===== src/rtl/fpga_main_control_block.sv =====
// Command decoder/sequencer between the SPI receiver and the image-memory block.
// Assembles opcode+payload frames, issues one-cycle control pulses and the image
// index, streams status/size bytes back, and keeps nav/science image counters.
module fpga_main_control_block #(
    parameter int FRAME_LEN = 9,
    parameter int CNT_W     = 12
) (
    input  logic             sysClk,
    input  logic             sysRst_n,
    input  logic [7:0]       spi_byte,
    input  logic             spi_input_valid,
    input  logic [3:0]       spi_byte_num,
    input  logic [23:0]      jpg_size_MCB,
    input  logic             jpg_size_valid_MCB,
    input  logic             done_reading_img_flag_MCB,
    input  logic             done_erasing_img_flag_MCB,
    input  logic             nav_img_added_flag_MCB,
    input  logic             science_img_added_flag_MCB,
    output logic             read_img_size_MCB,
    output logic [CNT_W-1:0] img_index_MCB,
    output logic             stop_reading_img_flag_MCB,
    output logic             reset_img_pointer_flag_MCB,
    output logic             start_reading_img_flag_MCB,
    output logic             start_erasing_img_flag_MCB,
    output logic [7:0]       byte_out_MCB,
    output logic             byte_out_valid_MCB
);

    localparam logic [3:0]       LAST_SLOT = 4'(FRAME_LEN - 1);
    localparam logic [CNT_W-1:0] CNT_MAX   = '1;

    localparam logic [7:0] OP_SIZE   = 8'h01;
    localparam logic [7:0] OP_COUNTS = 8'h02;
    localparam logic [7:0] OP_READ   = 8'h03;
    localparam logic [7:0] OP_STOP   = 8'h06;
    localparam logic [7:0] OP_ERASE  = 8'h08;

    typedef enum logic [2:0] {
        IDLE, DECODE, WAIT_SIZE, START_READ, READING, WAIT_ERASE, SEND
    } state_t;

    state_t           state_q, state_d;
    logic [7:0]       opcode_q, opcode_d;
    logic [CNT_W-1:0] idx_q, idx_d;
    logic             frame_done_q, frame_done_d;
    logic [23:0]      resp_q, resp_d;
    logic [1:0]       resp_cnt_q, resp_cnt_d;
    logic [CNT_W-1:0] nav_q, nav_d, sci_q, sci_d;
    logic             cnt_clr;
    logic             read_size_q, read_size_d;
    logic [CNT_W-1:0] img_index_q, img_index_d;
    logic             stop_q, stop_d;
    logic             rewind_q, rewind_d;
    logic             start_read_q, start_read_d;
    logic             start_erase_q, start_erase_d;
    logic [7:0]       byte_out_q, byte_out_d;
    logic             byte_vld_q, byte_vld_d;

    // Frame capture: only the opcode and the index bytes (1 and 2) are ever
    // decoded, so only those are kept; the last slot flags a complete frame.
    always_comb begin
        opcode_d     = opcode_q;
        idx_d        = idx_q;
        frame_done_d = 1'b0;
        if (spi_input_valid) begin
            if (spi_byte_num == 4'd0) begin
                opcode_d = spi_byte;
                idx_d    = '0;
            end else if (spi_byte_num == 4'd1) begin
                idx_d[CNT_W-1:8] = spi_byte[CNT_W-9:0];
            end else if (spi_byte_num == 4'd2) begin
                idx_d[7:0] = spi_byte;
            end
            if (spi_byte_num == LAST_SLOT) frame_done_d = 1'b1;
        end
    end

    // Sequencer: decode completed frames, wait on the memory block, stream responses.
    always_comb begin
        state_d       = state_q;
        resp_d        = resp_q;
        resp_cnt_d    = resp_cnt_q;
        img_index_d   = img_index_q;
        read_size_d   = 1'b0;
        stop_d        = 1'b0;
        rewind_d      = 1'b0;
        start_read_d  = 1'b0;
        start_erase_d = 1'b0;
        byte_out_d    = 8'h00;
        byte_vld_d    = 1'b0;
        cnt_clr       = 1'b0;
        case (state_q)
            IDLE: if (frame_done_q) state_d = DECODE;
            DECODE: begin
                case (opcode_q)
                    OP_SIZE: begin
                        img_index_d = idx_q;
                        read_size_d = 1'b1;
                        state_d     = WAIT_SIZE;
                    end
                    OP_COUNTS: begin
                        resp_d     = {nav_q, sci_q};
                        resp_cnt_d = 2'd3;
                        state_d    = SEND;
                    end
                    OP_READ: begin
                        img_index_d = idx_q;
                        rewind_d    = 1'b1;
                        state_d     = START_READ;
                    end
                    OP_STOP: begin
                        stop_d     = 1'b1;
                        resp_d     = {8'h66, 16'h0000};
                        resp_cnt_d = 2'd1;
                        state_d    = SEND;
                    end
                    OP_ERASE: begin
                        img_index_d   = idx_q;
                        start_erase_d = 1'b1;
                        state_d       = WAIT_ERASE;
                    end
                    default: begin
                        resp_d     = {8'hEE, 16'h0000};
                        resp_cnt_d = 2'd1;
                        state_d    = SEND;
                    end
                endcase
            end
            WAIT_SIZE: begin
                if (jpg_size_valid_MCB) begin
                    resp_d     = jpg_size_MCB;
                    resp_cnt_d = 2'd3;
                    state_d    = SEND;
                end
            end
            START_READ: begin
                start_read_d = 1'b1;
                state_d      = READING;
            end
            READING: begin
                // An abort takes precedence over a read finishing in the same cycle.
                if (frame_done_q && opcode_q == OP_STOP) begin
                    stop_d     = 1'b1;
                    resp_d     = {8'h66, 16'h0000};
                    resp_cnt_d = 2'd1;
                    state_d    = SEND;
                end else if (done_reading_img_flag_MCB) begin
                    resp_d     = {8'h55, 16'h0000};
                    resp_cnt_d = 2'd1;
                    state_d    = SEND;
                end
            end
            WAIT_ERASE: begin
                if (done_erasing_img_flag_MCB) begin
                    cnt_clr    = 1'b1;
                    resp_d     = {8'hAA, 16'h0000};
                    resp_cnt_d = 2'd1;
                    state_d    = SEND;
                end
            end
            SEND: begin
                byte_out_d = resp_q[23:16];
                byte_vld_d = 1'b1;
                resp_d     = {resp_q[15:0], 8'h00};
                resp_cnt_d = resp_cnt_q - 2'd1;
                if (resp_cnt_q <= 2'd1) state_d = IDLE;
            end
            default: state_d = IDLE;
        endcase
    end

    // Image counters: saturating increments, erase clear overrides any increment.
    always_comb begin
        nav_d = nav_q;
        sci_d = sci_q;
        if (cnt_clr) begin
            nav_d = '0;
            sci_d = '0;
        end else begin
            if (nav_img_added_flag_MCB && nav_q != CNT_MAX) nav_d = nav_q + 1'b1;
            if (science_img_added_flag_MCB && sci_q != CNT_MAX) sci_d = sci_q + 1'b1;
        end
    end

    // State, capture, counter and output registers.
    always_ff @(posedge sysClk or negedge sysRst_n) begin
        if (!sysRst_n) begin
            state_q       <= IDLE;
            opcode_q      <= 8'h00;
            idx_q         <= '0;
            frame_done_q  <= 1'b0;
            resp_q        <= 24'h0;
            resp_cnt_q    <= 2'd0;
            nav_q         <= '0;
            sci_q         <= '0;
            read_size_q   <= 1'b0;
            img_index_q   <= '0;
            stop_q        <= 1'b0;
            rewind_q      <= 1'b0;
            start_read_q  <= 1'b0;
            start_erase_q <= 1'b0;
            byte_out_q    <= 8'h00;
            byte_vld_q    <= 1'b0;
        end else begin
            state_q       <= state_d;
            opcode_q      <= opcode_d;
            idx_q         <= idx_d;
            frame_done_q  <= frame_done_d;
            resp_q        <= resp_d;
            resp_cnt_q    <= resp_cnt_d;
            nav_q         <= nav_d;
            sci_q         <= sci_d;
            read_size_q   <= read_size_d;
            img_index_q   <= img_index_d;
            stop_q        <= stop_d;
            rewind_q      <= rewind_d;
            start_read_q  <= start_read_d;
            start_erase_q <= start_erase_d;
            byte_out_q    <= byte_out_d;
            byte_vld_q    <= byte_vld_d;
        end
    end

    assign read_img_size_MCB          = read_size_q;
    assign img_index_MCB              = img_index_q;
    assign stop_reading_img_flag_MCB  = stop_q;
    assign reset_img_pointer_flag_MCB = rewind_q;
    assign start_reading_img_flag_MCB = start_read_q;
    assign start_erasing_img_flag_MCB = start_erase_q;
    assign byte_out_MCB               = byte_out_q;
    assign byte_out_valid_MCB         = byte_vld_q;

endmodule


===== config.mk =====
export PLATFORM = sky130hd
export DESIGN_NAME = fpga_main_control_block
export DESIGN_NICKNAME = d
export VERILOG_FILES = /design/src/rtl/fpga_main_control_block.sv
export SDC_FILE = /design/constraint.sdc
export NUM_CORES = 1
export LEC_CHECK = 0
export CORE_UTILIZATION = 47
export DETAILED_ROUTE_END_ITERATION = 10
export HOLD_SLACK_MARGIN = 0.02
export PLACE_DENSITY = 0.67
export SLEW_MARGIN = 30
export SYNTH_ARGS = -nofsm -noshare
export SYNTH_HDL_FRONTEND = slang
export SYNTH_SLANG_ARGS = --single-unit

===== constraint.sdc =====
create_clock -name sysClk -period 3.5 [get_ports sysClk]
set_input_delay 0.875 -clock sysClk [delete_from_list [all_inputs] [get_ports sysClk]]
set_output_delay 0.875 -clock sysClk [all_outputs]
set_load 0.1 [all_outputs]

==> impl_metrics.py <==
metrics = {
    "power_and_ir_drop": {
        "power.share.switching": 0.385,
        "p_seq_frac": 0.437,
        "switchingPower_mw": 1.55,
        "powerDensity_nw_per_um2": 706,
        "vdd_drop_max_uv": 375,
        "total_leakage_power_nw": 2.61,
        "clock_power_share": 0.190,
        "power_mw": 4.03,
        "comb_power_share": 0.373,
        "internal_power_mw": 2.48,
    },
    "critical_path": {
        "crit_chain": "nand2b_1 > o31ai_1 > a21o_1 > a31oi_4 > buf_4 > mux2_2",
        "crit_start": "state_q[2]",
        "crit_slowest_cell": "dfrtp_1",
        "regToRegSetupSlack_ns": 1.04,
        "endpoint_kind": "flip-flop",
        "critPathMaxStageDelay_ns": 0.81,
        "r2r_end": "resp_q[7]",
        "start_kind": "flip-flop",
        "r2r_cells": 6,
        "r2r_start": "state_q[2]",
        "crit_required_ns": 3.75,
        "crit_end": "resp_q[7]",
        "cp_max_fo": 26,
        "crit_type": "flip-flop to flip-flop",
        "critPathArrivalTime_ns": 2.71,
    },
    "floorplan": {
        "ios": 70,
        "rows": 36,
        "start_util": 0.487,
        "core_area_um2": 9770,
        "die_w_um": 103,
        "die_area_um2": 10500,
        "fp.dieH_um": 103,
    },
    "logic_synthesis": {
        "synth.area.top_cells": "dfrtp_1 (53%), mux2_2 (11%), mux2i_1 (3.8%), nand2_1 (3.3%), nor2_1 (2.6%)",
        "ys_ff_latch": 100,
        "syn_area_per_cell_um2": 11.2,
        "ys_types": 54,
        "async_reset_ff_frac": 1.00,
        "ys.flop_type": "dfrtp_1",
        "synth_area_um2": 4760,
        "yosysSeqAreaShare": 0.526,
        "yosysTopAreaCell": "dfrtp_1",
        "syn-num-nets": 471,
        "synth_top_area_frac": 0.526,
        "syn_inst": 424,
        "synth_edf_count": 0,
        "yosysWarnings": 0,
    },
    "place": {
        "hpwl_um": 7030,
        "dp_cells": 611,
        "gp_congestion": 0.792,
        "port-buffer-count": 69,
    },
    "clock_network": {
        "cts_buffers": 9,
        "post_cts_resized": 0,
        "cts_hold_buf": 0,
        "clk_pin_slew_worst_paths_ns": 0.10,
        "ctsHtreeMaxLevel": 3,
        "root_buffer": "clkbuf_8",
        "post_cts_buffers": 0,
        "cts_tree": "built",
        "cts_sinks": 100,
        "insertion_delay_ns": 0.37,
        "clock_path_buffers": 2,
    },
    "min_path": {
        "hold_path_class": "flip-flop to flip-flop",
    },
    "sta": {
        "fin_skew_ns": 0.0114,
        "fmax_ghz": 0.407,
        "slew_headroom": 0.453,
        "fin_setup_tns_ns": 0,
        "rsz0062_at_grt": "false",
        "fin_crit_sh": 0.703,
        "finalMaxSlewViolations": 0,
        "setup_viol_count_final": 0,
        "hold_viol": 0,
        "period_needed_ns": 2.46,
        "tightest_slew_ns": 0.818,
    },
    "cells_and_area": {
        "layout-drive-gt1-share": 0.206,
        "nFillCells": 866,
        "multi_input_area_um2": 2130,
        "n_antenna_cell": 0,
        "fin_nets": 536,
        "utilization": 0.584,
        "seq_area_um2": 2500,
        "final_cell_mix": "dfrtp_1 (100), mux2_2 (46), nand2_1 (42), clkdlybuf4s50_1 (42), nor2_1 (33)",
        "area_growth_pct": 20.0,
        "final_common_cell": "dfrtp_1",
        "fin_cells": 627,
    },
    "routing": {
        "wire_per_inst_um": 15.8,
        "first_iter_violations": 141,
        "met1_length_um": 4830,
        "vias_per_cell": 5.46,
        "highest_layer": "met4",
        "vias": 3424,
        "wl_met2_um": 4560,
        "wl_um": 9910,
        "wl_met3_um": 384,
        "remaining_drc_errors": 0,
        "postRouteAntennaNets": 0,
        "firstDrtPassIters": 5,
    },
    "global_routing": {
        "grt_pass1_vias": 3263,
        "grt_pass1_wl_um": 16400,
        "grt_max_degree": 57,
        "grt-ovfl-total": 0,
        "track_usage": 0.205,
        "grt_antenna_before_repair": 0,
    },
    "run": {
        "drv_cap": 0,
    },
    "status": {
        "status": "complete, no violations",
    },
}
how the worst min path moves through the flow:
stage / from / depth (start not counted) / endpoint
2_1_floorplan: idx_q[0] / 2 / idx_q[0]
3_3_place_gp: idx_q[9] / 2 / idx_q[9]
3_5_place_dp: idx_q[8] / 2 / idx_q[8]
4_1_cts: idx_q[8] / 2 / idx_q[8]
5_1_grt: idx_q[9] / 2 / idx_q[9]
6_report: idx_q[8] / 2 / idx_q[8]
kinds of logic (layout without fill, tap and decap cells):
family	Yosys count	after routing	synth area share
adder cells (fa/ha/maj)	3	3	0.00789
XOR/XNOR	15	15	0.0276
AND/OR/NAND/NOR	145	145	0.159
multiplexers	65	65	0.149
flip-flops	100	100	0.526
buffers and inverters	29	99	0.0274
AO/OA/AOI/OAI	67	67	0.103
metrics by stage:
stage	hold slack, ns	area [µm²]	worst slack (ns)
2_1_floorplan	0.446	4760	1.34
3_3_place_gp	0.460	5500	0.707
3_5_place_dp	0.472	5500	0.686
4_1_cts	0.495	5710	1.04
5_1_grt	0.515	5710	0.908
6_report	0.490	5710	1.04
layout make-up:
cell class / count / area share
timing repair buffer: 74 / 0.118
clock buffer: 10 / 0.0241
inverter: 9 / 0.00592
sequential: 100 / 0.438
clock inverter: 6 / 0.0121
multi-input combinational: 295 / 0.373
tap: 133 / 0.0291
cell usage after synthesis, drive strengths merged, types with 3 or more instances:
| cell | n |
|---|---|
| ha | 3 |
| nand2 | 42 |
| clkbuf | 12 |
| o2bb2ai | 8 |
| and4 | 3 |
| a22o | 8 |
| o21ai | 20 |
| a21oi | 8 |
| nand4 | 8 |
| nor3 | 7 |
| mux2 | 47 |
| nor4b | 3 |
| buf | 8 |
| nor2b | 3 |
| mux2i | 18 |
| nor2 | 33 |
| and2 | 3 |
| and3 | 13 |
| nor4 | 3 |
| xnor2 | 6 |
| or3 | 4 |
| dfrtp | 100 |
| nand2b | 8 |
| o31ai | 3 |
| inv | 9 |
| nand3 | 9 |
| xor2 | 9 |
sequential cells by signal, indices dropped and copies added, names as in the netlist, 2 cells and up:
signal         cells
img_index_MCB     12
sci_q             12
opcode_q           8
resp_cnt_q         2
nav_q             12
idx_q             12
byte_out_MCB       8
state_q            3
resp_q            24
routing by layer:
metal | vias up | GRT usage
met3 | 11 | 0.0312
met4 | 0 | 0.0659
met2 | 66 | 0.314
met5 | - | 0
met1 | 1676 | 0.298
li1 | 1671 | -
worst max-delay path, delay by kind of cell, from the launching register on:
kind	cells	cell delay [ns]
AO/OA/AOI/OAI	3	0.46
buffers and inverters	1	0.34
flip-flops	1	0.81
multiplexers	1	0.38
AND/OR/NAND/NOR	1	0.34
power groups by stage:
stage / clock [mW] / combinational [mW] / sequential [mW]
after floorplan: 0 / 1.00 / 1.92
after global placement: 0 / 1.48 / 1.77
after detailed placement: 0 / 1.51 / 1.78
after CTS: 0.783 / 1.51 / 1.76
after global routing: 0.829 / 1.64 / 1.82
final: 0.767 / 1.50 / 1.76
Note: power is estimated with default switching activity, not from simulation.
